--- src/rtl/wb_port_arbiter_if.sv ---
// Writeback port bus between the pipeline (master) and the write-port arbiter (slave).
interface wb_port_arbiter_if #(
  parameter int XLEN  = 32,
  parameter int DEPTH = 2
);
  localparam int CW = $clog2(DEPTH) + 1;

  logic            ld_we;
  logic [4:0]      ld_rd;
  logic [XLEN-1:0] ld_data;
  logic            alu_we;
  logic [4:0]      alu_rd;
  logic [XLEN-1:0] alu_data;
  logic [4:0]      rs1_q;
  logic [4:0]      rs2_q;
  logic            rf_we;
  logic [4:0]      rf_a;
  logic [XLEN-1:0] rf_wd;
  logic            stall;
  logic [1:0]      pend_hit;
  logic [CW-1:0]   fifo_cnt;

  // Pipeline side: issues writeback requests and hazard queries.
  modport master (
    output ld_we, ld_rd, ld_data, alu_we, alu_rd, alu_data, rs1_q, rs2_q,
    input  rf_we, rf_a, rf_wd, stall, pend_hit, fifo_cnt
  );

  // Arbiter side: owns the register-file write port.
  modport slave (
    input  ld_we, ld_rd, ld_data, alu_we, alu_rd, alu_data, rs1_q, rs2_q,
    output rf_we, rf_a, rf_wd, stall, pend_hit, fifo_cnt
  );
endinterface

--- src/rtl/wb_port_arbiter.sv ---
// Register-file write port arbiter: loads always win, losing ALU writes
// wait in a small in-order FIFO, stall is raised when that FIFO is full.
module wb_port_arbiter #(
  parameter int XLEN  = 32,
  parameter int DEPTH = 2
) (
  input  logic            clk,
  input  logic            reset,
  wb_port_arbiter_if.slave bus
);
  localparam int PW = $clog2(DEPTH);
  localparam int CW = $clog2(DEPTH) + 1;
  localparam logic [CW-1:0] FULL_CNT = CW'(DEPTH);

  // FIFO state
  logic [PW-1:0]   r_head;
  logic [PW-1:0]   r_tail;
  logic [CW-1:0]   r_cnt;
  logic [DEPTH-1:0] r_valid;
  logic [4:0]      r_rd   [DEPTH];
  logic [XLEN-1:0] r_data [DEPTH];

  // Registered write port
  logic            r_rf_we;
  logic [4:0]      r_rf_a;
  logic [XLEN-1:0] r_rf_wd;

  logic            w_empty;
  logic            w_full;
  logic            w_ld_valid;
  logic            w_alu_acc;
  logic            w_alu_valid;
  logic            w_deq;
  logic            w_bypass;
  logic            w_enq;
  logic            w_we_next;
  logic [4:0]      w_a_next;
  logic [XLEN-1:0] w_wd_next;
  logic [1:0]      w_pend;

  assign w_empty     = (r_cnt == '0);
  assign w_full      = (r_cnt == FULL_CNT);
  // rd=0 requests are dropped, but an ALU request is still consumed when not stalled.
  assign w_ld_valid  = bus.ld_we && (bus.ld_rd != 5'd0);
  assign w_alu_acc   = bus.alu_we && !w_full;
  assign w_alu_valid = w_alu_acc && (bus.alu_rd != 5'd0);
  // The FIFO head drains only when no load owns the port.
  assign w_deq       = !w_ld_valid && !w_empty;
  // An ALU write may skip the FIFO only when nothing older is waiting.
  assign w_bypass    = !w_ld_valid && w_empty && w_alu_valid;
  assign w_enq       = w_alu_valid && !w_bypass;

  // Pick the port winner for the next cycle; address/data hold when idle.
  always_comb begin
    w_we_next = 1'b0;
    w_a_next  = r_rf_a;
    w_wd_next = r_rf_wd;
    if (w_ld_valid) begin
      w_we_next = 1'b1;
      w_a_next  = bus.ld_rd;
      w_wd_next = bus.ld_data;
    end else if (w_deq) begin
      w_we_next = 1'b1;
      w_a_next  = r_rd[r_head];
      w_wd_next = r_data[r_head];
    end else if (w_bypass) begin
      w_we_next = 1'b1;
      w_a_next  = bus.alu_rd;
      w_wd_next = bus.alu_data;
    end
  end

  // Write-port output register.
  always_ff @(posedge clk or posedge reset) begin
    if (reset) begin
      r_rf_we <= 1'b0;
      r_rf_a  <= 5'd0;
      r_rf_wd <= '0;
    end else begin
      r_rf_we <= w_we_next;
      r_rf_a  <= w_a_next;
      r_rf_wd <= w_wd_next;
    end
  end

  // FIFO pointers and occupancy; simultaneous enqueue and dequeue leave the count unchanged.
  always_ff @(posedge clk or posedge reset) begin
    if (reset) begin
      r_head <= '0;
      r_tail <= '0;
      r_cnt  <= '0;
    end else begin
      if (w_deq) r_head <= r_head + 1'b1;
      if (w_enq) r_tail <= r_tail + 1'b1;
      case ({w_enq, w_deq})
        2'b10:   r_cnt <= r_cnt + 1'b1;
        2'b01:   r_cnt <= r_cnt - 1'b1;
        default: r_cnt <= r_cnt;
      endcase
    end
  end

  // Entry valid flags and destination tags, which the hazard lookup needs cleared on reset.
  always_ff @(posedge clk or posedge reset) begin
    if (reset) begin
      r_valid <= '0;
      for (int i = 0; i < DEPTH; i++) r_rd[i] <= 5'd0;
    end else begin
      for (int i = 0; i < DEPTH; i++) begin
        // Enqueue and dequeue never target the same slot: both only happen when 0<cnt<DEPTH.
        if (w_enq && (r_tail == PW'(i))) begin
          r_valid[i] <= 1'b1;
          r_rd[i]    <= bus.alu_rd;
        end else if (w_deq && (r_head == PW'(i))) begin
          r_valid[i] <= 1'b0;
        end
      end
    end
  end

  // Payload storage; stale data is harmless because validity is tracked separately.
  always_ff @(posedge clk) begin
    if (w_enq) r_data[r_tail] <= bus.alu_data;
  end

  // Hazard lookup: a query hits any buffered write or the write currently on the port.
  always_comb begin
    w_pend = 2'b00;
    for (int i = 0; i < DEPTH; i++) begin
      if (r_valid[i] && (r_rd[i] == bus.rs1_q)) w_pend[0] = 1'b1;
      if (r_valid[i] && (r_rd[i] == bus.rs2_q)) w_pend[1] = 1'b1;
    end
    if (r_rf_we && (r_rf_a == bus.rs1_q)) w_pend[0] = 1'b1;
    if (r_rf_we && (r_rf_a == bus.rs2_q)) w_pend[1] = 1'b1;
    if (bus.rs1_q == 5'd0) w_pend[0] = 1'b0;
    if (bus.rs2_q == 5'd0) w_pend[1] = 1'b0;
  end

  assign bus.rf_we    = r_rf_we;
  assign bus.rf_a     = r_rf_a;
  assign bus.rf_wd    = r_rf_wd;
  assign bus.stall    = w_full;
  assign bus.pend_hit = w_pend;
  assign bus.fifo_cnt = r_cnt;

endmodule

--- src/flat_wrapper.sv ---
// flat-port wrapper written by rule: the top's interface ports become plain ports
module wb_port_arbiter_flat 
#(
  parameter int XLEN  = 32,
  parameter int DEPTH = 2
)
  (clk, reset, bus_ld_we, bus_ld_rd, bus_ld_data, bus_alu_we, bus_alu_rd, bus_alu_data, bus_rs1_q, bus_rs2_q, bus_rf_we, bus_rf_a, bus_rf_wd, bus_stall, bus_pend_hit, bus_fifo_cnt);
  wb_port_arbiter_if #(.XLEN(XLEN), .DEPTH(DEPTH)) bus_i ();
  input  logic clk;
  input  logic reset;
  input wire logic [$bits(bus_i.ld_we)-1:0] bus_ld_we;
  input wire logic [$bits(bus_i.ld_rd)-1:0] bus_ld_rd;
  input wire logic [$bits(bus_i.ld_data)-1:0] bus_ld_data;
  input wire logic [$bits(bus_i.alu_we)-1:0] bus_alu_we;
  input wire logic [$bits(bus_i.alu_rd)-1:0] bus_alu_rd;
  input wire logic [$bits(bus_i.alu_data)-1:0] bus_alu_data;
  input wire logic [$bits(bus_i.rs1_q)-1:0] bus_rs1_q;
  input wire logic [$bits(bus_i.rs2_q)-1:0] bus_rs2_q;
  output wire logic [$bits(bus_i.rf_we)-1:0] bus_rf_we;
  output wire logic [$bits(bus_i.rf_a)-1:0] bus_rf_a;
  output wire logic [$bits(bus_i.rf_wd)-1:0] bus_rf_wd;
  output wire logic [$bits(bus_i.stall)-1:0] bus_stall;
  output wire logic [$bits(bus_i.pend_hit)-1:0] bus_pend_hit;
  output wire logic [$bits(bus_i.fifo_cnt)-1:0] bus_fifo_cnt;
  assign bus_i.ld_we = bus_ld_we;
  assign bus_i.ld_rd = bus_ld_rd;
  assign bus_i.ld_data = bus_ld_data;
  assign bus_i.alu_we = bus_alu_we;
  assign bus_i.alu_rd = bus_alu_rd;
  assign bus_i.alu_data = bus_alu_data;
  assign bus_i.rs1_q = bus_rs1_q;
  assign bus_i.rs2_q = bus_rs2_q;
  assign bus_rf_we = bus_i.rf_we;
  assign bus_rf_a = bus_i.rf_a;
  assign bus_rf_wd = bus_i.rf_wd;
  assign bus_stall = bus_i.stall;
  assign bus_pend_hit = bus_i.pend_hit;
  assign bus_fifo_cnt = bus_i.fifo_cnt;
  wb_port_arbiter #(.XLEN(XLEN), .DEPTH(DEPTH)) u_core (.clk(clk), .reset(reset), .bus(bus_i));
endmodule
--- config.mk ---
export PLATFORM = sky130hd
export DESIGN_NAME = wb_port_arbiter_flat
export DESIGN_NICKNAME = d
export VERILOG_FILES = /design/src/rtl/wb_port_arbiter_if.sv /design/src/rtl/wb_port_arbiter.sv /design/src/flat_wrapper.sv
export SDC_FILE = /design/constraint.sdc
export NUM_CORES = 1
export LEC_CHECK = 0
export CAP_MARGIN = 10
export CORE_ASPECT_RATIO = 0.75
export CORE_MARGIN = 2
export CORE_UTILIZATION = 45
export DETAILED_ROUTE_END_ITERATION = 8
export PLACE_DENSITY = 0.78
export SYNTH_ARGS = -nofsm -noshare
export SYNTH_HDL_FRONTEND = slang
export SYNTH_SLANG_ARGS = --single-unit
export TNS_END_PERCENT = 20
--- constraint.sdc ---
create_clock -name clk -period 2.41 [get_ports clk]
set_clock_uncertainty 0.05 [all_clocks]
set_input_delay 0.241 -clock clk [delete_from_list [all_inputs] [get_ports clk]]
set_output_delay 0.241 -clock clk [all_outputs]
set_load 0.005 [all_outputs]
---- Yosys cells after proc, flatten, opt, wreduce, memory -nomap -nowiden ----
Memory sizes are Yosys's and may differ from the RTL's.
Cells that the tools add are included.
word-level totals
  register bits ........................... 54
  RAM bits ................................ 64
  input port bits ......................... 88
  output and inout bits ................... 43
  word-level logic and storage cells ...... 85
  memories kept ........................... 1
memories
  name           depth  bits a word  rd ports  clocked after memory_dff  wr ports  line                   source
  u_core.r_data  2      32           1         0                         1         wb_port_arbiter.sv:21  logic [XLEN-1:0] r_data [DEPTH];
operators by class
  $add $sub $neg .......................... 4
  $lt $le $gt $ge ......................... 1
  equal/unequal tests ..................... 9
  mux-type cells .......................... 27
  bitwise gates (word level) .............. 3
  reduce and logical (&&, ||, !) cells .... 30
operators with widths
  cell                                                                    count
  32-bit 2-to-1 mux                                                       3
  5-bit equality test                                                     6
  5-bit 2-to-1 mux                                                        6
  1-bit logical AND                                                       17
  1-bit 2-to-1 mux                                                        17
  5-bit zero test                                                         2
  5-bit nonzero test                                                      2
  2-bit nonzero test                                                      3
  2-bit equality test (second input constant)                             2
  1-bit zero test                                                         4
  2-bit one-hot mux with 2 select lines                                   1
  3-bit nonzero test                                                      1
  1-bit adder (second input constant)                                     2
  2-bit by 1-bit adder with 2-bit output (second input constant)          1
  2-bit by 1-bit equality test with 1-bit output (second input constant)  1
  2-bit >= comparator (second input constant)                             1
  2-bit zero test                                                         1
  1-bit NOT                                                               2
  1-bit NOT with 2-bit output                                             1
  2-bit by 1-bit subtractor with 2-bit output (second input constant)     1

---- Logic depth before layout (Yosys ltp) ----
  word-level depth ........................ 9
  mapped depth ............................ 8
  depth with buffers taken out ............ 7

---- Worst setup path after synthesis ----
No wires, ideal clock.
  path type ............................... register -> register
  start ................................... register u_core.r_cnt[0], in the netlist u_core.bus.fifo_cnt[0]
  end ..................................... register u_core.r_rd[5] (netlist name)
  setup time .............................. 0.125 ns
  arrival time ............................ 2.406 ns
  required time ........................... 2.235 ns
  path slack .............................. -0.171 ns
  stages on the path, launching flop included .. 6
  buffers on the path ..................... 0
  period minus slack after synthesis ...... 2.581 ns
  path through ............................ dfrtp_1 > nor2_1 > a31oi_2 > nand2_1 > nor2_2 > mux2_2
between the ends
  longest elaborated chain between the ends .. 8
  elaborated cells on any way between the ends .. 10
  those cells by class .................... eq/ne (1); reduce/logical (9)
ends and longest elaborated chain
  what                            line                    source
  start: declaration              wb_port_arbiter.sv:18   logic [CW-1:0] r_cnt;
  start signal: assignment        wb_port_arbiter.sv:96   2'b10: r_cnt <= r_cnt + 1'b1;
  start signal: assignment        wb_port_arbiter.sv:97   2'b01: r_cnt <= r_cnt - 1'b1;
  start signal: assignment        wb_port_arbiter.sv:98   default: r_cnt <= r_cnt;
  2-bit equality test             wb_port_arbiter.sv:42   assign w_full = (r_cnt == FULL_CNT);
  1-bit zero test                 wb_port_arbiter.sv:45   assign w_alu_acc = bus.alu_we && !w_full;
  1-bit logical AND               wb_port_arbiter.sv:45
  1-bit logical AND               wb_port_arbiter.sv:46   assign w_alu_valid = w_alu_acc && (bus.alu_rd != 5'd0);
  1-bit logical AND               wb_port_arbiter.sv:50   assign w_bypass = !w_ld_valid && w_empty && w_alu_valid;
  1-bit zero test                 wb_port_arbiter.sv:51   assign w_enq = w_alu_valid && !w_bypass;
  1-bit logical AND (*)           wb_port_arbiter.sv:51
  1-bit logical AND (*)           wb_port_arbiter.sv:111  if (w_enq && (r_tail == PW'(i))) begin
  end signal: indexed assignment  wb_port_arbiter.sv:113  r_rd[i] <= bus.alu_rd;
  end: declaration                wb_port_arbiter.sv:20   logic [4:0] r_rd [DEPTH];
Every way passes the cells marked *; elsewhere a longest branch is shown, timed or not.
A chain may end at the register's enable or synchronous reset.

---- Worst setup path after layout ----
  start ................................... register u_core.r_rd[5] (netlist name)
  end ..................................... output bus_pend_hit[0]
between the ends
  longest elaborated chain between the ends .. 6
ends and longest elaborated chain
  what                            line                    source
  5-bit equality test             wb_port_arbiter.sv:130  if (r_valid[i] && (r_rd[i] == bus.rs1_q)) w_pend[0] = 1'b1;
  1-bit logical AND               wb_port_arbiter.sv:130
  1-bit 2-to-1 mux (2 in series)  wb_port_arbiter.sv:130
  1-bit 2-to-1 mux                wb_port_arbiter.sv:133  if (r_rf_we && (r_rf_a == bus.rs1_q)) w_pend[0] = 1'b1;
  1-bit 2-to-1 mux                wb_port_arbiter.sv:135  if (bus.rs1_q == 5'd0) w_pend[0] = 1'b0;
  end: declaration                flat_wrapper.sv:23      output wire logic [$bits(bus_i.pend_hit)-1:0] bus_pend_hit;
Every way passes these cells.

==> results.json <==
{
  "synth_top_area_frac": 0.3591,
  "fin_ws_ns": 0.2004,
  "place_hpwl_mm": 9.763,
  "status": "completed",
  "ios": 131,
  "synthCells": 446,
  "dp_slack_ns": -0.04450,
  "die_h_um": 98.44,
  "fmax_mhz": 452.6,
  "clk_pin_slew_ns": 0.05,
  "path_delay_family": "flip-flops",
  "async_flop_share": 0.4576,
  "ys_seq_area_frac": 0.6116,
  "die_x_um": 129.9,
  "vias": 4181,
  "crit_required_ns": 2.12,
  "synthesis.nets": 535,
  "relSlewSlack": 0.4809,
  "p_leak_nw": 2.987,
  "r2r_start": "u_core.bus.fifo_cnt[0]$_DFFE_PP0P_",
  "cp-end-kind": "primary output",
  "vias_per_cell": 5.416,
  "core_area_mm2": 0.01161,
  "num-nets-final": 686,
  "syn_area_per_cell_um2": 12.00,
  "ir_worst_vdd_v": 0.0006503,
  "fin_setup_tns_ns": 0,
  "path_cells": "xor2_1, nor4_1, and3_1, a31oi_1, a21oi_1, dlygate4sd2_1",
  "design_area_mm2": 0.007644,
  "slew_violations": 0,
  "setup_viol": 0,
  "htree_levels": 4,
  "cp_num_buf_inv": 1,
  "hold_violations": 0,
  "syn_area_mm2": 0.005351,
  "finalCriticalPeriod_ns": 2.210,
  "ys_warn_count": 0,
  "clock_path_buffers": 2,
  "power.density_mw_per_mm2": 1197,
  "area_growth_syn_to_layout_pct": 42.83,
  "rr_worst_depth": 5,
  "fin_crit_sh": 0.9169,
  "rsz0062_at_grt": "false",
  "ys_ff_latch": 118,
  "hold_buffers": 0,
  "post_drt_wl_per_cell_um": 18.11,
  "die_area_mm2": 0.01279,
  "critPathMaxStageDelay_ns": 0.45,
  "gp_congestion": 0.8936,
  "arrival_ns": 1.92,
  "cts_buffers": 17,
  "r2r-end": "u_core.r_data[0][31]$_DFFE_PP_",
  "path_class": "reg2out",
  "first_iter_violations": 294,
  "synth_cell_types": 36,
  "grt_max_degree": 55,
  "yosysMostFrequentCell": "a21oi_1",
  "layoutNonFillerInstCount": 772,
  "netlist_top_cells_area": "edfxtp_1, dfrtp_1, a21oi_1, mux2i_1, xor2_1",
  "cts_tree": "yes",
  "diodes": 0,
  "postPlaceCellArea_mm2": 0.007020,
  "ant_nets": 0,
  "drc": 0,
  "grt_usage": 0.2321,
  "synth_top_flop_cell": "edfxtp_1",
  "std_cell_rows": 34,
  "clock_latency_ns": 0.41,
  "synth_edf_count": 64,
  "yosysTopAreaCell": "edfxtp_1",
  "drtPass1Iterations": 4,
  "clock_sinks": 118,
  "io_buffers": 130,
  "grt_pass1_wl_mm": 22.66,
  "grt_pass1_vias": 4322,
  "initial_core_util": 0.4608,
  "cap_violations": 0,
  "path_max_fanout": 4,
  "holdCritPathClass": "in2async",
  "grt_overflow_total": 0,
  "place_inst": 738,
  "drive_above_1_share": 0.1361,
  "critPathSlowestCell": "dfrtp_2",
  "synth_common_cells": "a21oi_1, edfxtp_1, dfrtp_1",
  "antenna_found_initial": 0,
  "cts_root_buffer": "clkbuf_16",
  "critPathLaunchType": "flop",
  "r2r_setup_slack_ns": 0.26,
  "routed_wl_mm": 13.98,
  "worst_pin_slew_ns": 0.7787
}
==> where the power goes <==
group	total [mW]	leakage [nW]	internal, mW	switching, mW
Clock	2.55	0.282	1.63	0.921
Sequential	3.47	1.23	2.86	0.612
Combinational	3.13	1.48	1.74	1.39
Total	9.15	2.99	6.23	2.93
==> metrics by stage <==
step             util  power (mW)  hold slack, ns
6_report       0.6582       9.153          0.1486
2_1_floorplan       -       5.036          0.2899
3_3_place_gp   0.6045       6.487          0.4102
4_1_cts        0.6579       9.210          0.1646
5_1_grt        0.6582       9.655          0.1906
3_5_place_dp   0.6045       6.594          0.4250
==> what timing repair did <==
item | CTS | global route
pin swaps | 0 | 1
gates cloned | 0 | 0
gates resized for setup | 4 | 1
endpoints found under the setup margin | 2 | 1
buffers inserted | 2 | 0
==> kinds of logic (layout without fill, tap and decap cells) <==
group	count (synthesis)	count (layout)	share of synthesized area
AOI/OAI and AO/OA	145	145	0.1496
DFF	118	118	0.6116
and+or+nand+nor	69	69	0.05986
muxes	47	47	0.09376
xor gates and xnor gates	35	35	0.05728
buffers and inverters	31	195	0.02549
adders and majority gates	1	1	0.002338
==> area by class of cell <==
cell class              count  area [µm²]
clock buffers              17       425.4
clock inverters            15       177.7
fillers                   839        3970
inverters                   3       11.26
multi-input cells         297        1971
flip-flops and latches    118        3278
well taps                 162       202.7
repair buffers            160        1578
==> flip-flops by register name, summed over array words and instances, names as in the netlist <==
| name | cells |
|---|---|
| u_core.bus.rf_a | 5 |
| u_core.r_head | 1 |
| u_core.r_tail | 1 |
| u_core.r_data | 64 |
| u_core.bus.rf_we | 1 |
| u_core.r_rd | 10 |
| u_core.bus.fifo_cnt | 2 |
| u_core.bus.rf_wd | 32 |
| u_core.r_valid | 2 |
==> per-layer routing <==
metal  track usage  share of wire  vias to the layer above
met5             0              0                        -
met4       0.06369          0.010                        0
met1        0.3137           0.45                     2060
met2        0.3649           0.47                      158
li1              -              -                     1947
met3       0.07383          0.067                       16
==> layout by cell type (no fill, tap or decap), types with 17 or more instances in the layout <==
cell type / n
a21oi_1: 85
buf_4: 26
clkbuf_16: 17
clkdlybuf4s50_1: 128
dfrtp_1: 50
edfxtp_1: 64
mux2i_1: 37
nand2_1: 28
o21ai_0: 37
xor2_1: 26
==> tightest hold or removal path, stage by stage <==
cell and delay, ns:
clkdlybuf4s50_1 0.42, inv_2 0.07, buf_12 0.27
==> worst max path at each step <==
stage / startpoint / depth (start not counted) / slack, ns / to
after floorplan: u_core.bus.fifo_cnt[0]$_DFFE_PP0P_ / 5 / 0.21 / u_core.r_rd[5]$_DFFE_PP0P_
after global placement: bus_alu_rd[1] / 7 / -0.0006 / u_core.bus.fifo_cnt[1]$_DFFE_PP0P_
after detailed placement: bus_alu_rd[1] / 7 / -0.04 / u_core.bus.fifo_cnt[1]$_DFFE_PP0P_
after CTS: u_core.r_rd[3]$_DFFE_PP0P_ / 6 / -0.09 / bus_pend_hit[1]
after global routing: u_core.r_rd[5]$_DFFE_PP0P_ / 6 / 0.11 / bus_pend_hit[0]
final: u_core.r_rd[5]$_DFFE_PP0P_ / 6 / 0.20 / bus_pend_hit[0]
(Power assumes the default switching activity.)
